--- config.mk ---
export PLATFORM = sky130hd
export DESIGN_NAME = note_judge
export DESIGN_NICKNAME = d
export VERILOG_FILES = /design/src/rtl/rb_pkg.sv /design/src/rtl/lane_timer.sv /design/src/rtl/note_judge.sv
export SDC_FILE = /design/constraint.sdc
export NUM_CORES = 1
export LEC_CHECK = 0
export ABC_AREA = 1
export CAP_MARGIN = 5
export CORE_MARGIN = 10
export CORE_UTILIZATION = 55
export DETAILED_ROUTE_END_ITERATION = 12
export PLACE_DENSITY = 0.78
export SYNTH_ARGS = -nofsm -noshare
export SYNTH_HDL_FRONTEND = slang
export SYNTH_HIERARCHICAL = 1
export SYNTH_SLANG_ARGS = --single-unit
--- constraint.sdc ---
create_clock -name Clk -period 8.7 [get_ports Clk]
set_clock_uncertainty 0.1 [all_clocks]
set_input_delay 2.175 -clock Clk [delete_from_list [all_inputs] [get_ports Clk]]
set_output_delay 2.175 -clock Clk [all_outputs]
set_load 0.01 [all_outputs]
--- src/rtl/rb_pkg.sv ---
// Shared definitions for the rhythm-game judgement path.
// Provides lane counts, the per-player lane masks, the combo ceiling,
// the lane state encoding and a popcount helper for hit vectors.
package rb_pkg;

    localparam int         NUM_LANES = 8;
    localparam logic [7:0] P1_LANES  = 8'h0F;
    localparam logic [7:0] P2_LANES  = 8'hF0;
    localparam logic [6:0] COMBO_MAX = 7'd99;

    typedef enum logic {
        IDLE  = 1'b0,
        ARMED = 1'b1
    } lane_state_t;

    // Number of set bits in an 8-bit lane vector (0..8).
    function automatic logic [3:0] popcount8(input logic [7:0] v);
        logic [3:0] n;
        n = 4'd0;
        for (int i = 0; i < 8; i++) begin
            n = n + 4'(v[i]);
        end
        return n;
    endfunction

endpackage

--- src/rtl/lane_timer.sv ---
// Per-lane judgement window.
// Ports:
//   Clk, Reset_n : clock and synchronous active-low reset
//   tick         : timebase pulse that advances the window countdown
//   arm          : accepted note for this lane (only honoured while idle)
//   press        : rising edge of this lane's key
//   armed        : lane has a live window
//   hit          : combinational, press landed inside the window this cycle
//   miss         : combinational, window expires this cycle without a press
module lane_timer
    import rb_pkg::*;
#(
    parameter int WINDOW = 8
) (
    input  logic Clk,
    input  logic Reset_n,
    input  logic tick,
    input  logic arm,
    input  logic press,
    output logic armed,
    output logic hit,
    output logic miss
);

    lane_state_t state_reg, state_next;
    logic [7:0]  count_reg, count_next;

    always_comb begin
        state_next = state_reg;
        count_next = count_reg;
        hit        = 1'b0;
        miss       = 1'b0;
        case (state_reg)
            IDLE: begin
                // A press in the accept cycle is not judged: the lane is
                // still idle here, so only the arm takes effect.
                if (arm) begin
                    state_next = ARMED;
                    count_next = 8'(WINDOW);
                end
            end
            ARMED: begin
                // Press is checked first so a press on the final tick
                // counts as a hit rather than a miss.
                if (press) begin
                    hit        = 1'b1;
                    state_next = IDLE;
                end else if (tick) begin
                    if (count_reg == 8'd1) begin
                        miss       = 1'b1;
                        state_next = IDLE;
                    end else begin
                        count_next = count_reg - 8'd1;
                    end
                end
            end
            default: state_next = IDLE;
        endcase
    end

    always_ff @(posedge Clk) begin
        if (!Reset_n) begin
            state_reg <= IDLE;
            count_reg <= 8'd0;
        end else begin
            state_reg <= state_next;
            count_reg <= count_next;
        end
    end

    assign armed = (state_reg == ARMED);

endmodule

--- src/rtl/note_judge.sv ---
// Hit-judgement stage between the key register and the score counters.
// Ports:
//   Clk, Reset_n        : clock and synchronous active-low reset
//   tick                : timebase pulse for window countdowns
//   keyTrack[7:0]       : held keys; lanes 0-3 are P1, lanes 4-7 are P2
//   note_valid/note_lane/note_ready : note offer handshake from the chart
//   p1_inc, p2_inc      : one-cycle score pulses, at most one per cycle
//   miss[7:0]           : one-cycle per-lane miss pulses
//   armed[7:0]          : lanes with a live window
//   p1_combo, p2_combo  : consecutive-hit counts, saturating at 99
module note_judge
    import rb_pkg::*;
#(
    parameter int WINDOW = 8,
    parameter int PEND_W = 3
) (
    input  logic                 Clk,
    input  logic                 Reset_n,
    input  logic                 tick,
    input  logic [NUM_LANES-1:0] keyTrack,
    input  logic                 note_valid,
    input  logic [2:0]           note_lane,
    output logic                 note_ready,
    output logic                 p1_inc,
    output logic                 p2_inc,
    output logic [NUM_LANES-1:0] miss,
    output logic [NUM_LANES-1:0] armed,
    output logic [6:0]           p1_combo,
    output logic [6:0]           p2_combo
);

    localparam int PW = PEND_W + 4;
    localparam logic [PW-1:0] PEND_MAX = PW'((1 << PEND_W) - 1);

    logic [NUM_LANES-1:0] prev_reg;
    logic [NUM_LANES-1:0] press;
    logic [NUM_LANES-1:0] arm_vec;
    logic [NUM_LANES-1:0] hit_vec;
    logic [NUM_LANES-1:0] miss_vec;
    logic [NUM_LANES-1:0] miss_reg;
    logic [1:0]           inc_vec;
    logic [6:0]           combo_vec [2];

    // Key history loads during reset too, so a key held across reset
    // does not look like a fresh press afterwards.
    always_ff @(posedge Clk) begin
        prev_reg <= keyTrack;
    end

    assign press      = keyTrack & ~prev_reg;
    assign note_ready = ~armed[note_lane];

    generate
        for (genvar gi = 0; gi < NUM_LANES; gi++) begin : gen_lane
            assign arm_vec[gi] = note_valid & note_ready & (note_lane == 3'(gi));

            lane_timer #(
                .WINDOW(WINDOW)
            ) u_lane_timer (
                .Clk    (Clk),
                .Reset_n(Reset_n),
                .tick   (tick),
                .arm    (arm_vec[gi]),
                .press  (press[gi]),
                .armed  (armed[gi]),
                .hit    (hit_vec[gi]),
                .miss   (miss_vec[gi])
            );
        end
    endgenerate

    always_ff @(posedge Clk) begin
        if (!Reset_n) begin
            miss_reg <= '0;
        end else begin
            miss_reg <= miss_vec;
        end
    end

    assign miss = miss_reg;

    generate
        for (genvar gi = 0; gi < 2; gi++) begin : gen_player
            localparam logic [7:0] MASK = (gi == 0) ? P1_LANES : P2_LANES;

            logic [3:0]    hit_cnt;
            logic          miss_any;
            logic [PEND_W-1:0] pend_reg, pend_next;
            logic [PW-1:0] pend_sum;
            logic [6:0]    combo_reg, combo_next;
            logic [7:0]    combo_sum;

            assign hit_cnt  = popcount8(hit_vec & MASK);
            assign miss_any = |(miss_vec & MASK);

            // Drain one pending hit per cycle while adding this cycle's
            // new hits; the drain is taken before saturating so a full
            // counter still accepts one new hit.
            always_comb begin
                pend_sum = PW'(pend_reg) + PW'(hit_cnt) - PW'(pend_reg != '0);
                if (pend_sum > PEND_MAX) begin
                    pend_next = PEND_MAX[PEND_W-1:0];
                end else begin
                    pend_next = pend_sum[PEND_W-1:0];
                end
            end

            always_comb begin
                combo_sum = {1'b0, combo_reg} + 8'(hit_cnt);
                if (miss_any) begin
                    combo_next = 7'd0;
                end else if (combo_sum > {1'b0, COMBO_MAX}) begin
                    combo_next = COMBO_MAX;
                end else begin
                    combo_next = combo_sum[6:0];
                end
            end

            always_ff @(posedge Clk) begin
                if (!Reset_n) begin
                    pend_reg  <= '0;
                    combo_reg <= 7'd0;
                end else begin
                    pend_reg  <= pend_next;
                    combo_reg <= combo_next;
                end
            end

            assign inc_vec[gi]   = (pend_reg != '0);
            assign combo_vec[gi] = combo_reg;
        end
    endgenerate

    assign p1_inc   = inc_vec[0];
    assign p2_inc   = inc_vec[1];
    assign p1_combo = combo_vec[0];
    assign p2_combo = combo_vec[1];

endmodule

# Yosys cells after proc, flatten, opt, wreduce, memory -nomap -nowiden
# Cells that the tools add are included.
[classes]
n_addsub = 20
magnitude_cmp = 5
eq_ne = 47
mux = 134
n_bitwise = 21
reduce_logical = 15
[op_table]
columns = ["cell", "count"]
rows = [
  ["2-to-1 mux 8 bit", 32],
  ["one-hot mux 8 bit (2 select lines)", 8],
  ["2-to-1 mux 1 bit", 81],
  ["== test 8 x 1 -> 1 bit, second input constant", 8],
  ["subtractor 8 x 1 -> 8 bit, second input constant", 8],
  ["inequality test 2 bit, second input constant", 24],
  ["AND reduction 4 bit", 8],
  ["adder 7 x 4 -> 8 bit", 2],
  ["> comparator 8 x 7 -> 1 bit, second input constant", 2],
  ["inequality test 2 x 1 -> 1 bit, second input constant", 8],
  ["one-hot mux 1 bit (2 select lines)", 8],
  ["> comparator 7 x 3 -> 1 bit, second input constant", 2],
  ["2-to-1 mux 7 bit", 2],
  ["== test 3 bit, second input constant", 4],
  ["OR reduction 6 bit", 2],
  ["subtractor 5 x 1 -> 6 bit", 2],
  ["adder 3 x 4 -> 5 bit", 2],
  ["inverter 1 bit", 10],
  ["OR reduction 5 bit", 2],
  ["AND 1 bit", 9],
  ["adder 3 x 1 -> 4 bit", 2],
  ["AND 8 bit", 1],
  ["inverter 8 bit", 1],
  ["adder 2 x 1 -> 3 bit", 2],
  ["other kinds (8)", 12],
]
[word_totals]
regBits = 108
inputBits = 15
output_inout_bits = 33
elab_cells = 266

# Longest topological paths before layout
[logic_depth]
ltp_word = 11
ltp_mapped = 21
depth_no_buf = 21

# By module
# Netlist, hierarchy kept.
[modules_own_cells]
columns = ["module", "instances", "cells_each", "area_each_um2", "seq_area_each_um2"]
rows = [
  ["lane_timer", 8, 91, 606.8, 180.2],
  ["note_judge", 1, 312, 2230.9, 720.7],
]

# Least setup slack after synthesis
# OpenSTA, ideal clock, no wires.
[synth_timing]
kind = "input port to flip-flop"
startpoint = "input keyTrack[0]"
endpoint = "register gen_player[0].pend_reg[2]"
setup_ns = 0.115
arrival_time_ns = 4.851
required_ns = 8.485
path_slack_ns = 3.633
path_stages = 18
path_buffers = 0
cell_sequence = "inv_1 -> nor2_1 -> nand2_1 -> inv_1 -> inv_1 -> fa_1 -> inv_1 -> ha_1 -> ha_1 -> inv_1 -> ha_1 -> fa_1 -> inv_1 -> nand2_1 -> o21ai_0 -> nand2_1 -> o21ai_0 -> inv_1"
[synth_between]
elab_chain_cells = 10
[synth_lines]
columns = ["item", "line", "text"]
rows = [
  ["from (decl)", "note_judge.sv:20", "input logic [NUM_LANES-1:0] keyTrack,"],
  ["AND 8 bit (*)", "note_judge.sv:50", "assign press = keyTrack & ~prev_reg;"],
  ["via press[0]", "note_judge.sv:36", "logic [NUM_LANES-1:0] press;"],
  ["2-to-1 mux 1 bit (*)", "lane_timer.sv:45", "if (press) begin"],
  ["2-to-1 mux 1 bit (*)", "lane_timer.sv:33", "case (state_reg)"],
  ["via hit_vec[0]", "note_judge.sv:38", "logic [NUM_LANES-1:0] hit_vec;"],
  ["adder 1 x 1 -> 2 bit (*)", "rb_pkg.sv:21", "n = n + 4'(v[i]);"],
  ["adder 2 x 1 -> 3 bit (*)", "rb_pkg.sv:21", ""],
  ["adder 3 x 1 -> 4 bit (*)", "rb_pkg.sv:21", ""],
  ["adder 3 x 4 -> 5 bit (*)", "note_judge.sv:100", "pend_sum = PW'(pend_reg) + PW'(hit_cnt) - PW'(pend_reg != '0);"],
  ["subtractor 5 x 1 -> 6 bit (*)", "note_judge.sv:100", ""],
  ["> comparator 7 x 3 -> 1 bit", "note_judge.sv:101", "if (pend_sum > PEND_MAX) begin"],
  ["2-to-1 mux 3 bit (*)", "note_judge.sv:101", ""],
  ["to (signal assigned)", "note_judge.sv:124", "pend_reg <= pend_next;"],
  ["to (decl)", "note_judge.sv:88", "logic [PEND_W-1:0] pend_reg, pend_next;"],
]
# The timed path passes the listed nets; every way through them passes the cells marked *.
# A chain may end at the register's enable or synchronous reset.

# Worst setup path in the final report
[layout_timing]
startpoint = "input note_lane[0]"
endpoint = "output note_ready"
[layout_between]
elab_chain_cells = 3
[layout_lines]
columns = ["item", "line", "text"]
rows = [
  ["from (decl)", "note_judge.sv:22", "input logic [2:0] note_lane,"],
  ["binary-select mux 1 bit (select 3 bit)", "note_judge.sv:51", "assign note_ready = ~armed[note_lane];"],
  ["2-to-1 mux 1 bit (implied by the code)", "note_judge.sv:51", ""],
  ["inverter 1 bit", "note_judge.sv:51", ""],
  ["to (decl)", "note_judge.sv:23", "output logic note_ready,"],
]
# Every way passes these cells. The select of a mux whose other input is x is not followed.

==> results.py <==
metrics = {
    "placement": {
        "place_area_mm2": 0.00777,
        "dp_cells": 1258,
        "place_congestion": 0.880,
        "place_hpwl_mm": 11.3,
        "port_buffers": 47,
        "place_ws_ns": 2.58,
    },
    "die": {
        "die_area_mm2": 0.0178,
        "fp.dieW_um": 134,
        "io_pins": 48,
        "rows": 41,
        "start_util": 0.561,
        "die_h_um": 134,
        "core_area_mm2": 0.0126,
    },
    "worst_hold_path": {
        "hold_class": "register to register",
        "min_delay_path_depth": 2,
        "whs_endpoint": "gen_lane[1].u_lane_timer/count_reg[1]",
        "hold_start": "gen_lane[1].u_lane_timer/count_reg[1]",
    },
    "final_layout": {
        "antennaDiodeCount": 0,
        "final_area_mm2": 0.00806,
        "syn2layout_area_growth_pct": 13.8,
        "layout.nets": 1156,
        "drive_above_1_share": 0.101,
        "largest_register_ffs": 64,
        "instances_no_fill": 1274,
    },
    "critical_path": {
        "r2r_setup_slack_ns": 5.00,
        "ff2ff_path_depth": 17,
        "start_kind": "input pin",
        "cp.required_ns": 6.43,
        "end_kind": "output port",
        "cp.arrival_ns": 3.82,
        "r2r-start": "gen_lane[7].u_lane_timer/armed",
        "crit_type": "input pin to output port",
        "critical_path_peak_fanout": 9,
        "r2r-end": "gen_player[1].pend_reg[0]",
    },
    "synth": {
        "synth-seq-cells": 108,
        "syn_nets": 1099,
        "synthCells": 1040,
        "yosysSeqAreaShare": 0.305,
        "synthDistinctLibCells": 29,
        "mappedNetlistArea_mm2": 0.00709,
        "ys.warnings.count": 6,
        "synth_area_per_cell_um2": 6.81,
    },
    "routing": {
        "vias": 6217,
        "ant_nets": 0,
        "wirelength_mm": 15.1,
        "wl_per_cell_um": 11.8,
        "vias_per_cell": 4.88,
        "dr.pass1.iters": 6,
        "drtIter0Drc": 332,
        "route.detailed.drc": 0,
    },
    "power": {
        "ir_worst_vdd_mv": 0.106,
        "power_leakage_uw": 0.00378,
        "power_density_mw_per_mm2": 151,
    },
    "clock_network": {
        "clockBufferDepth": 2,
        "cts_root_buffer": "clkbuf_16",
        "cts_tree": "yes",
        "cts_hold_buf": 0,
        "cts_num_sinks": 108,
        "cts_made_buffers": 9,
        "clk_pin_slew_worst_paths_ns": 0.07,
        "cts_setup_buffers": 0,
        "htree_num_levels": 3,
        "cts_resized": 0,
        "clk_latency_ns": 0.36,
    },
    "grt": {
        "grt_pass1_wl_mm": 26.5,
        "grt_max_degree": 32,
        "grt_remaining_overflow": 0,
        "grt_pass1_vias": 5799,
        "grtUsageTotal": 0.174,
        "antenna_found_initial": 0,
    },
    "run": {
        "cap_violations": 0,
    },
    "sta": {
        "grt_setup_unrepaired": "false",
        "hold_viol": 0,
        "slew_violations": 0,
        "period_minus_slack_ns": 6.09,
        "post-route-period-util": 0.700,
        "finalSetupTns_ns": 0,
        "setup_slack_ns": 2.61,
        "setup_viol": 0,
        "fin_hold_ws_ns": 0.379,
        "max_freq_ghz": 0.164,
        "slew-limit-headroom": 0.364,
        "worst_slew_pin_slew_ns": 0.950,
    },
    "outcome": {
        "status": "finished clean",
    },
}
==> layer usage <==
metal  global-route usage  up-vias  share of wire
met4               0.0381        0         0.0086
met1                0.218     2726           0.47
li1                     -     3372              -
met2                0.294      107           0.48
met5                    0        -              0
met3               0.0444       12          0.047
==> final cells by class <==
type	instances	area (um^2)
Multi-Input combinational cell	736	4070
Clock inverter	4	48.8
Timing Repair Buffer	48	478
Tap cell	172	215
Sequential cell	108	2160
Fill cell	1140	4560
Inverter	194	838
Clock buffer	12	246
==> worst max path at each step <==
stage,from,depth (start not counted),slack [ns],end
final,note_lane[0],6,2.61,note_ready
after floorplan,keyTrack[0],18,3.63,gen_player[0].pend_reg[2]
after detailed placement,note_lane[0],6,2.58,note_ready
after global placement,note_lane[0],6,2.63,note_ready
after CTS,note_lane[0],6,2.59,note_ready
after global routing,note_lane[0],6,2.46,note_ready
==> synth_stat cells <==
master	number	share of area
a21oi_1	69	0.049
and2_1	1	0.00088
buf_4	1	0.0011
bufinv_8	8	0.020
clkbuf_1	1	0.00053
dfxtp_1	108	0.31
fa_1	6	0.017
ha_1	38	0.067
inv_1	175	0.093
inv_2	11	0.0058
nand2_1	249	0.13
nand2_2	22	0.019
nand3_1	82	0.058
nand3_2	10	0.014
nand3b_1	3	0.0032
nand4_1	20	0.018
nor2_1	127	0.067
nor2_2	9	0.0079
nor2_4	17	0.027
nor2_8	8	0.023
nor3_1	18	0.013
nor3b_4	1	0.0026
o21ai_0	17	0.012
o21ai_1	8	0.0057
o21ai_2	9	0.011
o21ai_4	1	0.0023
o31ai_1	1	0.0011
xnor2_1	10	0.012
xor2_1	10	0.012
==> worst max-delay path, stage by stage <==
cell and delay, ns:
clkdlybuf4s50_1 0.60, inv_1 0.12, nand3_1 0.09, nand4_1 0.11
o21ai_2 0.16, clkdlybuf4s50_1 0.56
==> per-stage QoR <==
step | power [uW] | utilization
2_1_floorplan | 736 | -
6_report | 1220 | 0.639
3_5_place_dp | 805 | 0.616
4_1_cts | 1230 | 0.639
5_1_grt | 1300 | 0.639
3_3_place_gp | 801 | 0.616
==> kinds of logic (layout without fill, tap and decap cells) <==
| group | Yosys count | count (layout) | synth area share |
|---|---|---|---|
| xor+xnor | 20 | 20 | 0.0247 |
| fa+ha+maj | 44 | 44 | 0.0841 |
| buf+inv | 196 | 258 | 0.120 |
| simple gates | 567 | 567 | 0.385 |
| compound gates | 105 | 105 | 0.0809 |
| flops | 108 | 108 | 0.305 |
==> cell usage in the layout (no fill, tap or decap), types with 11 or more instances in the layout <==
| cell | synthesis | routed |
|---|---|---|
| nand2_1 | 249 | 249 |
| nand2_2 | 22 | 22 |
| nand4_1 | 20 | 20 |
| dfxtp_1 | 108 | 108 |
| clkdlybuf4s50_1 | 0 | 47 |
| nand3_1 | 82 | 82 |
| o21ai_0 | 17 | 17 |
| nor2_4 | 17 | 17 |
| inv_1 | 175 | 175 |
| nor3_1 | 18 | 18 |
| nor2_1 | 127 | 127 |
| inv_2 | 11 | 11 |
| ha_1 | 38 | 38 |
| a21oi_1 | 69 | 69 |
==> power by group <==
group | switching [uW] | internal [uW]
logic | 164 | 116
clock network | 180 | 231
registers | 10.4 | 515
total | 355 | 862
Note: power is estimated with default switching activity, not from simulation.
